## src/rtl/muldiv_unit.sv

```systemverilog
// muldiv_unit: multi-cycle RV32M multiply/divide engine that retires STEP bits per CALC cycle.
// Optional FAST_MUL_EN: multiplies use a single-cycle multiplier and go IDLE -> FIX -> DONE.
module muldiv_unit #(
    parameter int XLEN = 32,
    parameter int STEP = 1
) (
    input  logic            clk,
    input  logic            rst_n,
    input  logic            StartE,
    input  logic [2:0]      MOpE,
    input  logic [XLEN-1:0] SrcAE,
    input  logic [XLEN-1:0] SrcBE,
    input  logic            FlushE,
    output logic            BusyE,
    output logic            StallMD,
    output logic            DoneE,
    output logic [XLEN-1:0] ResultE
);
    localparam int N  = XLEN / STEP;
    localparam int CW = (N > 1) ? $clog2(N) : 1;
    localparam logic [XLEN-1:0] INT_MIN = {1'b1, {(XLEN-1){1'b0}}};

    typedef enum logic [1:0] {IDLE, CALC, FIX, DONE} state_t;

    state_t            state_q, state_d;
    logic [2:0]        op_q, op_d;
    logic              neg_q, neg_d;
    logic [2*XLEN-1:0] acc_q, acc_d;
    logic [XLEN-1:0]   opb_q, opb_d;
    logic [XLEN-1:0]   result_q, result_d;
    logic [CW-1:0]     cnt_q, cnt_d;

    logic              signed_a, signed_b, a_neg, b_neg, div_zero, div_ovf;
    logic [XLEN-1:0]   abs_a, abs_b, div_val, fix_res;
    logic [2*XLEN-1:0] calc_acc, mul_full;
    logic [XLEN:0]     tmp;

    // Divides are signed when funct3 bit 0 is clear; MULHSU only signs SrcAE.
    always_comb begin
        signed_a = MOpE[2] ? !MOpE[0] : (MOpE != 3'd3);
        signed_b = MOpE[2] ? !MOpE[0] : !MOpE[1];
        a_neg    = signed_a & SrcAE[XLEN-1];
        b_neg    = signed_b & SrcBE[XLEN-1];
        abs_a    = a_neg ? -SrcAE : SrcAE;
        abs_b    = b_neg ? -SrcBE : SrcBE;
        div_zero = (SrcBE == '0);
        div_ovf  = !MOpE[0] && (SrcAE == INT_MIN) && (SrcBE == '1);
    end

`ifdef FAST_MUL_EN
    logic [2*XLEN-1:0] fast_prod;
    assign fast_prod = (2*XLEN)'(abs_a) * (2*XLEN)'(abs_b);
`endif

    // acc holds {partial product, multiplier} or {partial remainder, dividend/quotient}.
    always_comb begin
        calc_acc = acc_q;
        tmp      = '0;
        for (int i = 0; i < STEP; i++) begin
            if (op_q[2]) begin
                tmp = calc_acc[2*XLEN-1:XLEN-1] - {1'b0, opb_q};
                if (!tmp[XLEN])
                    calc_acc = {tmp[XLEN-1:0], calc_acc[XLEN-2:0], 1'b1};
                else
                    calc_acc = {calc_acc[2*XLEN-2:0], 1'b0};
            end else begin
                tmp      = {1'b0, calc_acc[2*XLEN-1:XLEN]} + (calc_acc[0] ? {1'b0, opb_q} : '0);
                calc_acc = {tmp, calc_acc[XLEN-1:1]};
            end
        end
    end

    always_comb begin
        mul_full = neg_q ? -acc_q : acc_q;
        div_val  = op_q[1] ? acc_q[2*XLEN-1:XLEN] : acc_q[XLEN-1:0];
        if (op_q[2])
            fix_res = neg_q ? -div_val : div_val;
        else if (op_q[1:0] == 2'd0)
            fix_res = mul_full[XLEN-1:0];
        else
            fix_res = mul_full[2*XLEN-1:XLEN];
    end

    always_comb begin
        state_d  = state_q;
        op_d     = op_q;
        neg_d    = neg_q;
        acc_d    = acc_q;
        opb_d    = opb_q;
        cnt_d    = cnt_q;
        result_d = result_q;
        case (state_q)
            IDLE, DONE: begin
                state_d = IDLE;
                if (StartE) begin
                    op_d    = MOpE;
                    neg_d   = (MOpE[2] && MOpE[1]) ? a_neg : (a_neg ^ b_neg);
                    acc_d   = {{XLEN{1'b0}}, (MOpE[2] ? abs_a : abs_b)};
                    opb_d   = MOpE[2] ? abs_b : abs_a;
                    cnt_d   = CW'(N - 1);
                    state_d = CALC;
                    if (MOpE[2] && div_zero) begin
                        result_d = MOpE[1] ? SrcAE : '1;
                        state_d  = DONE;
                    end else if (MOpE[2] && div_ovf) begin
                        result_d = MOpE[1] ? '0 : SrcAE;
                        state_d  = DONE;
                    end
`ifdef FAST_MUL_EN
                    else if (!MOpE[2]) begin
                        acc_d   = fast_prod;
                        state_d = FIX;
                    end
`endif
                end
            end
            CALC: begin
                acc_d = calc_acc;
                cnt_d = cnt_q - CW'(1);
                if (cnt_q == '0)
                    state_d = FIX;
            end
            FIX: begin
                result_d = fix_res;
                state_d  = DONE;
            end
            default: state_d = IDLE;
        endcase
        // A flush kills the op and leaves the last architectural result in place.
        if (FlushE) begin
            state_d  = IDLE;
            result_d = result_q;
        end
    end

    always_ff @(posedge clk or negedge rst_n) begin
        if (!rst_n) begin
            state_q  <= IDLE;
            op_q     <= '0;
            neg_q    <= 1'b0;
            acc_q    <= '0;
            opb_q    <= '0;
            cnt_q    <= '0;
            result_q <= '0;
        end else begin
            state_q  <= state_d;
            op_q     <= op_d;
            neg_q    <= neg_d;
            acc_q    <= acc_d;
            opb_q    <= opb_d;
            cnt_q    <= cnt_d;
            result_q <= result_d;
        end
    end

    assign BusyE   = (state_q == CALC) || (state_q == FIX);
    assign DoneE   = (state_q == DONE);
    assign StallMD = BusyE || (StartE && (state_q == IDLE));
    assign ResultE = result_q;
endmodule

```

## config.mk

```make
export PLATFORM = sky130hd
export DESIGN_NAME = muldiv_unit
export DESIGN_NICKNAME = d
export VERILOG_FILES = /design/src/rtl/muldiv_unit.sv
export SDC_FILE = /design/constraint.sdc
export NUM_CORES = 1
export LEC_CHECK = 0
export ABC_AREA = 1
export ABC_CLOCK_PERIOD_IN_PS = 2500
export CORE_MARGIN = 2
export CORE_UTILIZATION = 40
export DETAILED_ROUTE_END_ITERATION = 7
export RECOVER_POWER = 25
export SLEW_MARGIN = 10
export SYNTH_ARGS = -nofsm -noshare
export SYNTH_HDL_FRONTEND = slang
export SYNTH_SLANG_ARGS = --single-unit
```

## constraint.sdc

```tcl
create_clock -name clk -period 2.5 [get_ports clk]
set_clock_uncertainty 0.05 [all_clocks]
set_input_delay 0.25 -clock clk [delete_from_list [all_inputs] [get_ports clk]]
set_output_delay 0.25 -clock clk [all_outputs]
set_load 0.03 [all_outputs]
```

==> flow_summary.ini <==
[worst_setup_path]
critPathMaxFanout = 6
crit_required_ns = 2.84
start_kind = flip-flop
worstPathArrival_ns = 2.83
r2r_cells = 10
worstSetupPathType = reg2reg
critPathCaptureType = flip-flop

[layout]
area_delta_synth_final_pct = 38.2
ff_latch_area_um2 = 3520
drive_gt1_share_pct = 21.5
finalNonFillerCells = 4683
nFillCells = 4886
mostFrequentLayoutCells = 1175 x nand2_1, 472 x buf_4, 428 x inv_1
antennaDiodeCount = 0
multi_input_area_um2 = 14800
final_common_cell = nand2_1
nets = 4204

[global_route]
grt_pass1_wl_um = 135000
grt_max_degree = 63
track_usage_pct = 35.6
gr-total-overflow = 0
antenna_found_initial = 0
first_global_vias = 22900

[cts]
clk_pin_slew_ns = 0.06
clock_path_buffers = 2
root_buffer = clkbuf_16
clock_sinks = 139
clock_latency_ns = 0.45
htree_num_levels = 4
cts_tree = done
numCtsBuffers = 17

[route]
first_pass_iters = 6
drc = 0
routed_wl_um = 91900
antenna_left = 0
vias = 25500
drt_iter0_drc = 2834
via_per_inst = 5.45
wire_per_inst_um = 19.6

[pwr]
leakagePower_nw = 13.7
fin_total_pwr_w = 0.0262
pwr_density_cell_nw_per_um2 = 984
ir_drop_mv = 0.704

[timing]
finalWorstSetupSlack_ns = 0.00917
setup_viol = 0
timing_hold_violations_final = 0
hold_ws_ns = 0.428
relSlewSlack_pct = -5.61
min_period_ns = 2.49
rsz0062_at_grt = true
period_share_pct = 99.6
worstMarginPinSlew_ns = 1.58
drv_slew = 55
fmax_mhz = 401

[placed_design]
place_congestion = 1.04
dp_slack_ns = -0.210
dp_hpwl_um = 74300
port_buffers = 105
dp_cells = 4620

[floorplanning]
die_h_um = 224
core_um2 = 47600
die_x_um = 224
io_pins = 106
die_area_um2 = 50000
row_count = 80
initial_utilization_pct = 40.5

[run_status]
violations = capacitance limit, slew limit
outcome = finished, violations left

[synthesis]
synth.largest_area_cell = nand2_1
syn_inst = 3555
syn_nets = 3703
syn-cell-area_um2 = 19300
ys_warn_count = 0
synthArstFlopShare_pct = 100
synth_top_area_share_pct = 24.0
synth_ff_type = dfrtp_1
synth_area_per_cell_um2 = 5.43
ys_ff_latch = 139
synth-seq-area-share_pct = 18.0
synthDistinctLibCells = 53
synth_area_leaders = nand2_1 24%, dfrtp_1 18%, nand3_1 9.1%, inv_1 8.5%, nor2_1 8.1%
synth_edf_count = 0

[min_path]
hold_path.class = reg2reg
hold_depth = 2

[run]
max_cap_viol_count = 1
==> path summary, 6_finish.rpt <==
check                            startpoint     endpoint  slack, ns
worst min-delay path            ResultE[11]  ResultE[11]       0.43
worst max register to register    acc_q[39]  ResultE[12]      0.009
worst max-delay path              acc_q[39]  ResultE[12]      0.009
worst min register to register  ResultE[11]  ResultE[11]       0.43
min in group asynchronous             rst_n     cnt_q[2]       0.66
max in group asynchronous             rst_n    acc_q[39]       0.30
==> metrics by stage <==
step / TNS, ns / util, % / cell area [µm²]
3_5_place_dp: -5.04 / 51.1 / 24400
4_1_cts: 0 / 52.7 / 25100
5_1_grt: -1.11 / 56.0 / 26700
3_3_place_gp: -4.90 / 51.1 / 24400
6_report: 0 / 56.0 / 26700
2_1_floorplan: 0 / - / 19300
==> timing repair <==
item | 4_1_cts | 5_1_grt
resized for setup | 27 | 322
setup buffers | 5 | 24
hold buffers | 1 | 0
pin swaps | 6 | 72
cloned | 0 | 3
endpoints found under the hold margin | 52 | 0
setup endpoints to repair | 42 | 66
==> cell usage after synthesis (all sizes together) (5+ instances only) <==
cell type	count
o21bai	7
o21a	6
or2	5
o21ai	239
inv	445
nand3b	9
nand2	1254
a22oi	13
nor3	56
a21oi	185
nor2	442
clkbuf	67
xnor2	16
ha	75
nand3	354
a21boi	5
buf	67
xor2	59
dfrtp	139
o211ai	26
o221ai	12
a31oi	17
nand4	37
==> cells by family (layout without fill, tap and decap cells) <==
group,after synthesis,after routing,share of synthesized area (%)
buffers and inverters,582,1095,12.0
adders and majority gates,77,77,5.07
and+or+nand+nor,2165,2165,46.8
xor gates and xnor gates,75,75,3.41
DFF,139,139,18.0
AOI/OAI and AO/OA,517,517,14.7
==> routing by layer <==
metal | up-vias | part of all wire, % | GRT usage, % | wire [µm]
li1 | 12400 | - | - | -
met1 | 11600 | 43 | 49.8 | 39400
met2 | 1307 | 41 | 52.6 | 37800
met3 | 229 | 10 | 6.75 | 9350
met4 | 0 | 5.9 | 16.9 | 5410
met5 | - | 0 | 0 | 0
==> worst max-delay path: stages, from the launching register on <==
cell and delay, ns:
dfrtp_4 0.56, buf_4 0.21, nor2_1 0.17, nand2_1 0.10, o21ai_0 0.58, a21oi_1 0.16, o21ai_0 0.25, nand2_1 0.08
nand2_1 0.15, nand2_1 0.07, nand2_1 0.06
==> layout make-up <==
type	count	area share [%]
flip-flops and latches	139	13.2
multi-input cells	2834	55.6
inverters	448	6.33
repair buffers	616	19.6
well taps	615	2.89
clock inverters	13	0.807
clock buffers	18	1.61
==> sequential cells by signal, summed over array words and instances (netlist names) <==
register / cells
ResultE: 32
acc_q: 64
cnt_q: 5
neg_q: 1
op_q: 3
opb_q: 32
state_q: 2
==> power by group <==
part | leakage, nW | switching [W] | internal [W]
logic | 11.7 | 0.0116 | 0.00755
clock network | 0.300 | 0.00113 | 0.00178
registers | 1.69 | 0.00109 | 0.00305
total | 13.7 | 0.0139 | 0.0124
No activity file was read; power rests on OpenSTA's default activity.
